===== src/rtl/dm_arbiter_if.sv =====
// Requester-side bus of the data-memory arbiter: one instance per master.
// The requester drives req/we/addr/wdata and holds them until ack; the
// arbiter returns a one-cycle ack and the read data.
interface dm_arbiter_if #(
  parameter int AW = 10,
  parameter int DW = 32
);
  logic          req;
  logic          we;
  logic [AW-1:0] addr;
  logic [DW-1:0] wdata;
  logic          ack;
  logic [DW-1:0] rdata;

  modport master (
    output req,
    output we,
    output addr,
    output wdata,
    input  ack,
    input  rdata
  );

  modport slave (
    input  req,
    input  we,
    input  addr,
    input  wdata,
    output ack,
    output rdata
  );
endinterface


===== src/rtl/dm_arbiter.sv =====
// Two-requester round-robin arbiter/sequencer in front of the word-addressed
// data memory. Port A is the CPU MEM stage, port B a secondary master.
// Each grant runs IDLE -> ACC (memory access) -> RSP (ack), so at most one
// transaction completes every three cycles. The granted request is latched at
// grant time, so the memory strobes depend only on state and latched data.
module dm_arbiter #(
  parameter int AW = 10,
  parameter int DW = 32
) (
  input  logic          clk,
  input  logic          rst,
  dm_arbiter_if.slave   a,
  dm_arbiter_if.slave   b,
  output logic [AW-1:0] dm_addr,
  output logic [DW-1:0] dm_din,
  output logic          dm_we,
  output logic          dm_re,
  input  logic [DW-1:0] dm_dout,
  output logic          busy
);

  typedef enum logic [1:0] {
    IDLE = 2'd0,
    ACC  = 2'd1,
    RSP  = 2'd2
  } state_t;

  state_t        state_r;
  state_t        state_nxt_s;
  logic          sel_r;        // 0 = port A, 1 = port B
  logic          last_r;       // winner of the previous grant
  logic          grant_s;
  logic          grant_sel_s;
  logic          txn_we_r;
  logic [AW-1:0] txn_addr_r;
  logic [DW-1:0] txn_wdata_r;
  logic          a_ack_r;
  logic          b_ack_r;
  logic [DW-1:0] a_rdata_r;
  logic [DW-1:0] b_rdata_r;

  // Arbitration and next state; requests are only looked at in IDLE
  always_comb begin
    state_nxt_s = state_r;
    grant_s     = 1'b0;
    grant_sel_s = sel_r;
    case (state_r)
      IDLE: begin
        if (a.req && b.req) begin
          grant_s     = 1'b1;
          grant_sel_s = ~last_r;
        end else if (a.req) begin
          grant_s     = 1'b1;
          grant_sel_s = 1'b0;
        end else if (b.req) begin
          grant_s     = 1'b1;
          grant_sel_s = 1'b1;
        end else begin
          grant_s     = 1'b0;
          grant_sel_s = sel_r;
        end
        if (grant_s) begin
          state_nxt_s = ACC;
        end else begin
          state_nxt_s = IDLE;
        end
      end
      ACC:     state_nxt_s = RSP;
      RSP:     state_nxt_s = IDLE;
      default: state_nxt_s = IDLE;
    endcase
  end

  // State register
  always_ff @(posedge clk or posedge rst) begin
    if (rst) begin
      state_r <= IDLE;
    end else begin
      state_r <= state_nxt_s;
    end
  end

  // Latch the winner and its transaction at grant so later req changes are ignored
  always_ff @(posedge clk or posedge rst) begin
    if (rst) begin
      sel_r       <= 1'b0;
      txn_we_r    <= 1'b0;
      txn_addr_r  <= {AW{1'b0}};
      txn_wdata_r <= {DW{1'b0}};
    end else if (grant_s) begin
      sel_r       <= grant_sel_s;
      txn_we_r    <= grant_sel_s ? b.we    : a.we;
      txn_addr_r  <= grant_sel_s ? b.addr  : a.addr;
      txn_wdata_r <= grant_sel_s ? b.wdata : a.wdata;
    end
  end

  // Remember the last served port; reset favours A on the first tie
  always_ff @(posedge clk or posedge rst) begin
    if (rst) begin
      last_r <= 1'b1;
    end else if (state_r == RSP) begin
      last_r <= sel_r;
    end
  end

  // Ack flops: set during ACC so the pulse appears exactly in RSP
  always_ff @(posedge clk or posedge rst) begin
    if (rst) begin
      a_ack_r <= 1'b0;
      b_ack_r <= 1'b0;
    end else begin
      a_ack_r <= (state_r == ACC) && !sel_r;
      b_ack_r <= (state_r == ACC) &&  sel_r;
    end
  end

  // Capture read data into the selected port only; writes leave rdata alone
  always_ff @(posedge clk or posedge rst) begin
    if (rst) begin
      a_rdata_r <= {DW{1'b0}};
      b_rdata_r <= {DW{1'b0}};
    end else if ((state_r == ACC) && !txn_we_r) begin
      if (sel_r) begin
        b_rdata_r <= dm_dout;
      end else begin
        a_rdata_r <= dm_dout;
      end
    end
  end

  // Memory strobes decoded from state and latched transaction only
  always_comb begin
    dm_addr = {AW{1'b0}};
    dm_din  = {DW{1'b0}};
    dm_we   = 1'b0;
    dm_re   = 1'b0;
    if (state_r == ACC) begin
      dm_addr = txn_addr_r;
      dm_din  = txn_wdata_r;
      dm_we   = txn_we_r;
      dm_re   = ~txn_we_r;
    end else begin
      dm_addr = {AW{1'b0}};
      dm_din  = {DW{1'b0}};
      dm_we   = 1'b0;
      dm_re   = 1'b0;
    end
  end

  assign busy    = (state_r != IDLE);
  assign a.ack   = a_ack_r;
  assign b.ack   = b_ack_r;
  assign a.rdata = a_rdata_r;
  assign b.rdata = b_rdata_r;

endmodule


===== src/flat_wrapper.sv =====
// flat-port wrapper written by rule: the top's interface ports become plain ports
module dm_arbiter_flat 
#(
  parameter int AW = 10,
  parameter int DW = 32
)
  (clk, rst, dm_addr, dm_din, dm_we, dm_re, dm_dout, busy, a_req, a_we, a_addr, a_wdata, a_ack, a_rdata, b_req, b_we, b_addr, b_wdata, b_ack, b_rdata);
  dm_arbiter_if #(.AW(AW), .DW(DW)) a_i ();
  dm_arbiter_if #(.AW(AW), .DW(DW)) b_i ();
  input  logic clk;
  input  logic rst;
  output logic [AW-1:0] dm_addr;
  output logic [DW-1:0] dm_din;
  output logic dm_we;
  output logic dm_re;
  input  logic [DW-1:0] dm_dout;
  output logic busy;
  input wire logic [$bits(a_i.req)-1:0] a_req;
  input wire logic [$bits(a_i.we)-1:0] a_we;
  input wire logic [$bits(a_i.addr)-1:0] a_addr;
  input wire logic [$bits(a_i.wdata)-1:0] a_wdata;
  output wire logic [$bits(a_i.ack)-1:0] a_ack;
  output wire logic [$bits(a_i.rdata)-1:0] a_rdata;
  input wire logic [$bits(b_i.req)-1:0] b_req;
  input wire logic [$bits(b_i.we)-1:0] b_we;
  input wire logic [$bits(b_i.addr)-1:0] b_addr;
  input wire logic [$bits(b_i.wdata)-1:0] b_wdata;
  output wire logic [$bits(b_i.ack)-1:0] b_ack;
  output wire logic [$bits(b_i.rdata)-1:0] b_rdata;
  assign a_i.req = a_req;
  assign a_i.we = a_we;
  assign a_i.addr = a_addr;
  assign a_i.wdata = a_wdata;
  assign a_ack = a_i.ack;
  assign a_rdata = a_i.rdata;
  assign b_i.req = b_req;
  assign b_i.we = b_we;
  assign b_i.addr = b_addr;
  assign b_i.wdata = b_wdata;
  assign b_ack = b_i.ack;
  assign b_rdata = b_i.rdata;
  dm_arbiter #(.AW(AW), .DW(DW)) u_core (.clk(clk), .rst(rst), .a(a_i), .b(b_i), .dm_addr(dm_addr), .dm_din(dm_din), .dm_we(dm_we), .dm_re(dm_re), .dm_dout(dm_dout), .busy(busy));
endmodule

===== config.mk =====
export PLATFORM = sky130hd
export DESIGN_NAME = dm_arbiter_flat
export DESIGN_NICKNAME = d
export VERILOG_FILES = /design/src/rtl/dm_arbiter_if.sv /design/src/rtl/dm_arbiter.sv /design/src/flat_wrapper.sv
export SDC_FILE = /design/constraint.sdc
export NUM_CORES = 1
export LEC_CHECK = 0
export ABC_AREA = 1
export CAP_MARGIN = 0
export CORE_ASPECT_RATIO = 0.8
export CORE_MARGIN = 4
export CORE_UTILIZATION = 40
export CTS_CLUSTER_DIAMETER = 150
export CTS_CLUSTER_SIZE = 25
export DETAILED_ROUTE_END_ITERATION = 8
export PLACE_DENSITY = 0.78
export SLEW_MARGIN = 20
export SYNTH_ARGS = -nofsm -noshare
export SYNTH_HDL_FRONTEND = slang
export SYNTH_SLANG_ARGS = --single-unit

===== constraint.sdc =====
create_clock -name clk -period 3.2 [get_ports clk]
set_input_delay 0.48 -clock clk [delete_from_list [all_inputs] [get_ports clk]]
set_output_delay 0.48 -clock clk [all_outputs]
set_load 0.01 [all_outputs]

==> flow_metrics.tcl <==
set metrics [dict create \
    hold_path.class "flip-flop to flip-flop" \
    worstReg2RegStart "u_core.state_r[1]$_DFF_PP0_" \
    die_w_um 142 \
    die-area_mm2 0.0164 \
    p_total_uw 8640 \
    status "finished with violations" \
    hold_viol_final 0 \
    fin_worst_skew_ps 9.12 \
    rsz0062_at_grt "no" \
    final_nets 1060 \
    grt_pass1_wl_mm 25.2 \
    synth_nets 842 \
    routabilityCongestion 0.842 \
    switching_power_uw 3290 \
    timing.fmax_mhz 395 \
    clk_latency_ps 400 \
    worstHoldStart "u_core.txn_wdata_r[28]$_DFFE_PP0P_" \
    cts_sinks 113 \
    power_leakage_uw 0.00449 \
    hpwlAfterDp_mm 10.5 \
    grt_overflow 0 \
    path_buf_inv 2 \
    end_kind "output pin" \
    path_class "flip-flop to output pin" \
    start_kind "flip-flop" \
    vias 5126 \
    wl_mm 15.6 \
    pwr-share-seq_pct 29.6 \
    grt_pass1_vias 4990 \
    ys_warn_count 0 \
    drtPass1Iterations 7 \
    via_per_inst 4.53 \
    antenna_found_initial 0 \
    max_stage_delay_ps 520 \
    fillers 1188 \
    crit_slowest_cell "clkdlybuf4s50_1" \
    synth_cell_types 20 \
    final_common_cell "clkdlybuf4s50_1" \
    core_area_mm2 0.0138 \
    drc 1 \
    drv_cap 0 \
    clockBufferDepth 2 \
    h-tree-depth 4 \
    path_cells "nor2_4 > inv_4 > nor2_1 > clkdlybuf4s50_1" \
    slew_viol_final 0 \
    internal-power_uw 5350 \
    drt_iter0_markers 302 \
    r2r-end "u_core.txn_wdata_r[26]$_DFFE_PP0P_" \
    hold_depth 2 \
    irDropWorstVdd_uv 451 \
    io_pins 233 \
    whs_ps 476 \
    violations "DRC" \
    final_cell_mix "clkdlybuf4s50_1, nand2_1, inv_1, dfrtp_1, nand3_1" \
    antenna_cells 0 \
    finalSetupTns_ps 0 \
    p_per_area_mw_per_mm2 998 \
    clkSlewWorstSetupHoldPaths_ps 50 \
    drive_gt1_share_pct 10.9 \
    r2r_slack_ps 1170 \
    wl_per_cell_um 13.8 \
    postCtsSetupBuffers 0 \
    reg2regPathDepth 7 \
    postSynthAreaPerCell_um2 8.00 \
    cp.arrival_ps 2050 \
    ys_ff_latch 113 \
    final.min_clock_period_ps 2530 \
    worst_ep_required_time_ps 2720 \
    dp_slack_ps 888 \
    row_count 38 \
    switching_share_pct 38.1 \
    crit_fanout 46 \
    die_h_um 115 \
    area_delta_synth_final_pct 50.4 \
    postRouteAntennaNets 0 \
    synth_cells 720 \
    cts_root_buf "clkbuf_16" \
    track_usage_pct 19.1 \
    finalCritPeriodShare_pct 79.2 \
    initial_utilization_pct 41.6 \
    netlist_area_mm2 0.00576 \
    setup_viol 0 \
    combPwrFrac_pct 48.2 \
    cts_tree "done" \
    relSlewSlack_pct 44.7 \
    numCtsBuffers 17 \
    grt_max_degree 114 \
    hold_end "u_core.txn_wdata_r[28]$_DFFE_PP0P_" \
    fin_ws_ps 666 \
    cts.repair.resized 0 \
    path_delay_family "buffers and inverters" \
    p_clk_share_pct 22.2 \
    hold_buffers 0 \
    ys_seq_area_share_pct 49.1 \
    worst_pin_slew_ps 829 \
    io_buffers 232 \
]
==> tightest hold or removal path, stage by stage, from the launching register on <==
cell     delay [ps]
dfrtp_1         340
nand2_1          50
nand2_1          50
==> worst max path at each step <==
stage	to	startpoint	cells past startpoint
after floorplan	u_core.a.ack$_DFF_PP0_	rst	1
after global placement	u_core.txn_wdata_r[26]$_DFFE_PP0P_	b_req	7
after detailed placement	u_core.txn_wdata_r[26]$_DFFE_PP0P_	b_req	7
after CTS	dm_din[3]	u_core.state_r[1]$_DFF_PP0_	4
after global routing	dm_din[3]	u_core.state_r[1]$_DFF_PP0_	4
final	dm_din[3]	u_core.state_r[1]$_DFF_PP0_	4
==> cell families after synthesis <==
logic type | synth area share (%)
compound gates | 9.35
buf+inv | 16.0
flops | 49.1
simple gates | 25.5
==> flip-flops by register name, summed over array words and instances, names as in the netlist, 2 cells and up <==
register / count
u_core.txn_wdata_r: 32
u_core.state_r: 2
u_core.a.rdata: 32
u_core.txn_addr_r: 10
u_core.b.rdata: 32
==> metal layers <==
metal  up-vias  track usage (%)  part of all wire, %
met5         -                0                    0
met3        16             4.20                  6.5
met2       185             30.6                   48
met1      2348             25.9                   44
met4         0             6.33                  1.5
li1       2577                -                    -
==> synthesized netlist by cell type, drive strengths merged <==
cell / number / share of area (%)
nor2: 48 / 4.0
nand3: 87 / 7.8
dfstp: 1 / 0.46
a31oi: 1 / 0.11
nand2: 201 / 14
o21ai: 64 / 9.2
a21oi: 1 / 0.087
dfrtp: 112 / 49
inv: 169 / 11
buf: 36 / 4.9
==> stage by stage <==
stage          instances  utilization, %  instance area, um^2
2_1_floorplan        720               -                 5760
4_1_cts             1131            62.6                 8660
3_3_place_gp        1099            58.3                 8060
3_5_place_dp        1099            58.3                 8060
6_report            1131            62.6                 8660
5_1_grt             1131            62.6                 8660
==> power groups by stage <==
stage / Sequential [uW] / Clock (uW) / Combinational, uW
2_1_floorplan: 2710 / 0 / 2350
3_3_place_gp: 2550 / 0 / 4150
3_5_place_dp: 2560 / 0 / 4230
4_1_cts: 2560 / 1950 / 4240
5_1_grt: 2650 / 2020 / 4610
6_report: 2560 / 1920 / 4160
==> cell type report <==
class,instances,area [um^2],area share [%]
timing repair buffer,235,2360,27.2
multi-input combinational,402,2010,23.2
clock inverter,10,134,1.55
sequential,113,2830,32.7
tap,180,225,2.60
clock buffer,22,464,5.36
inverter,169,641,7.40
Power figures use the tool's default switching activity.
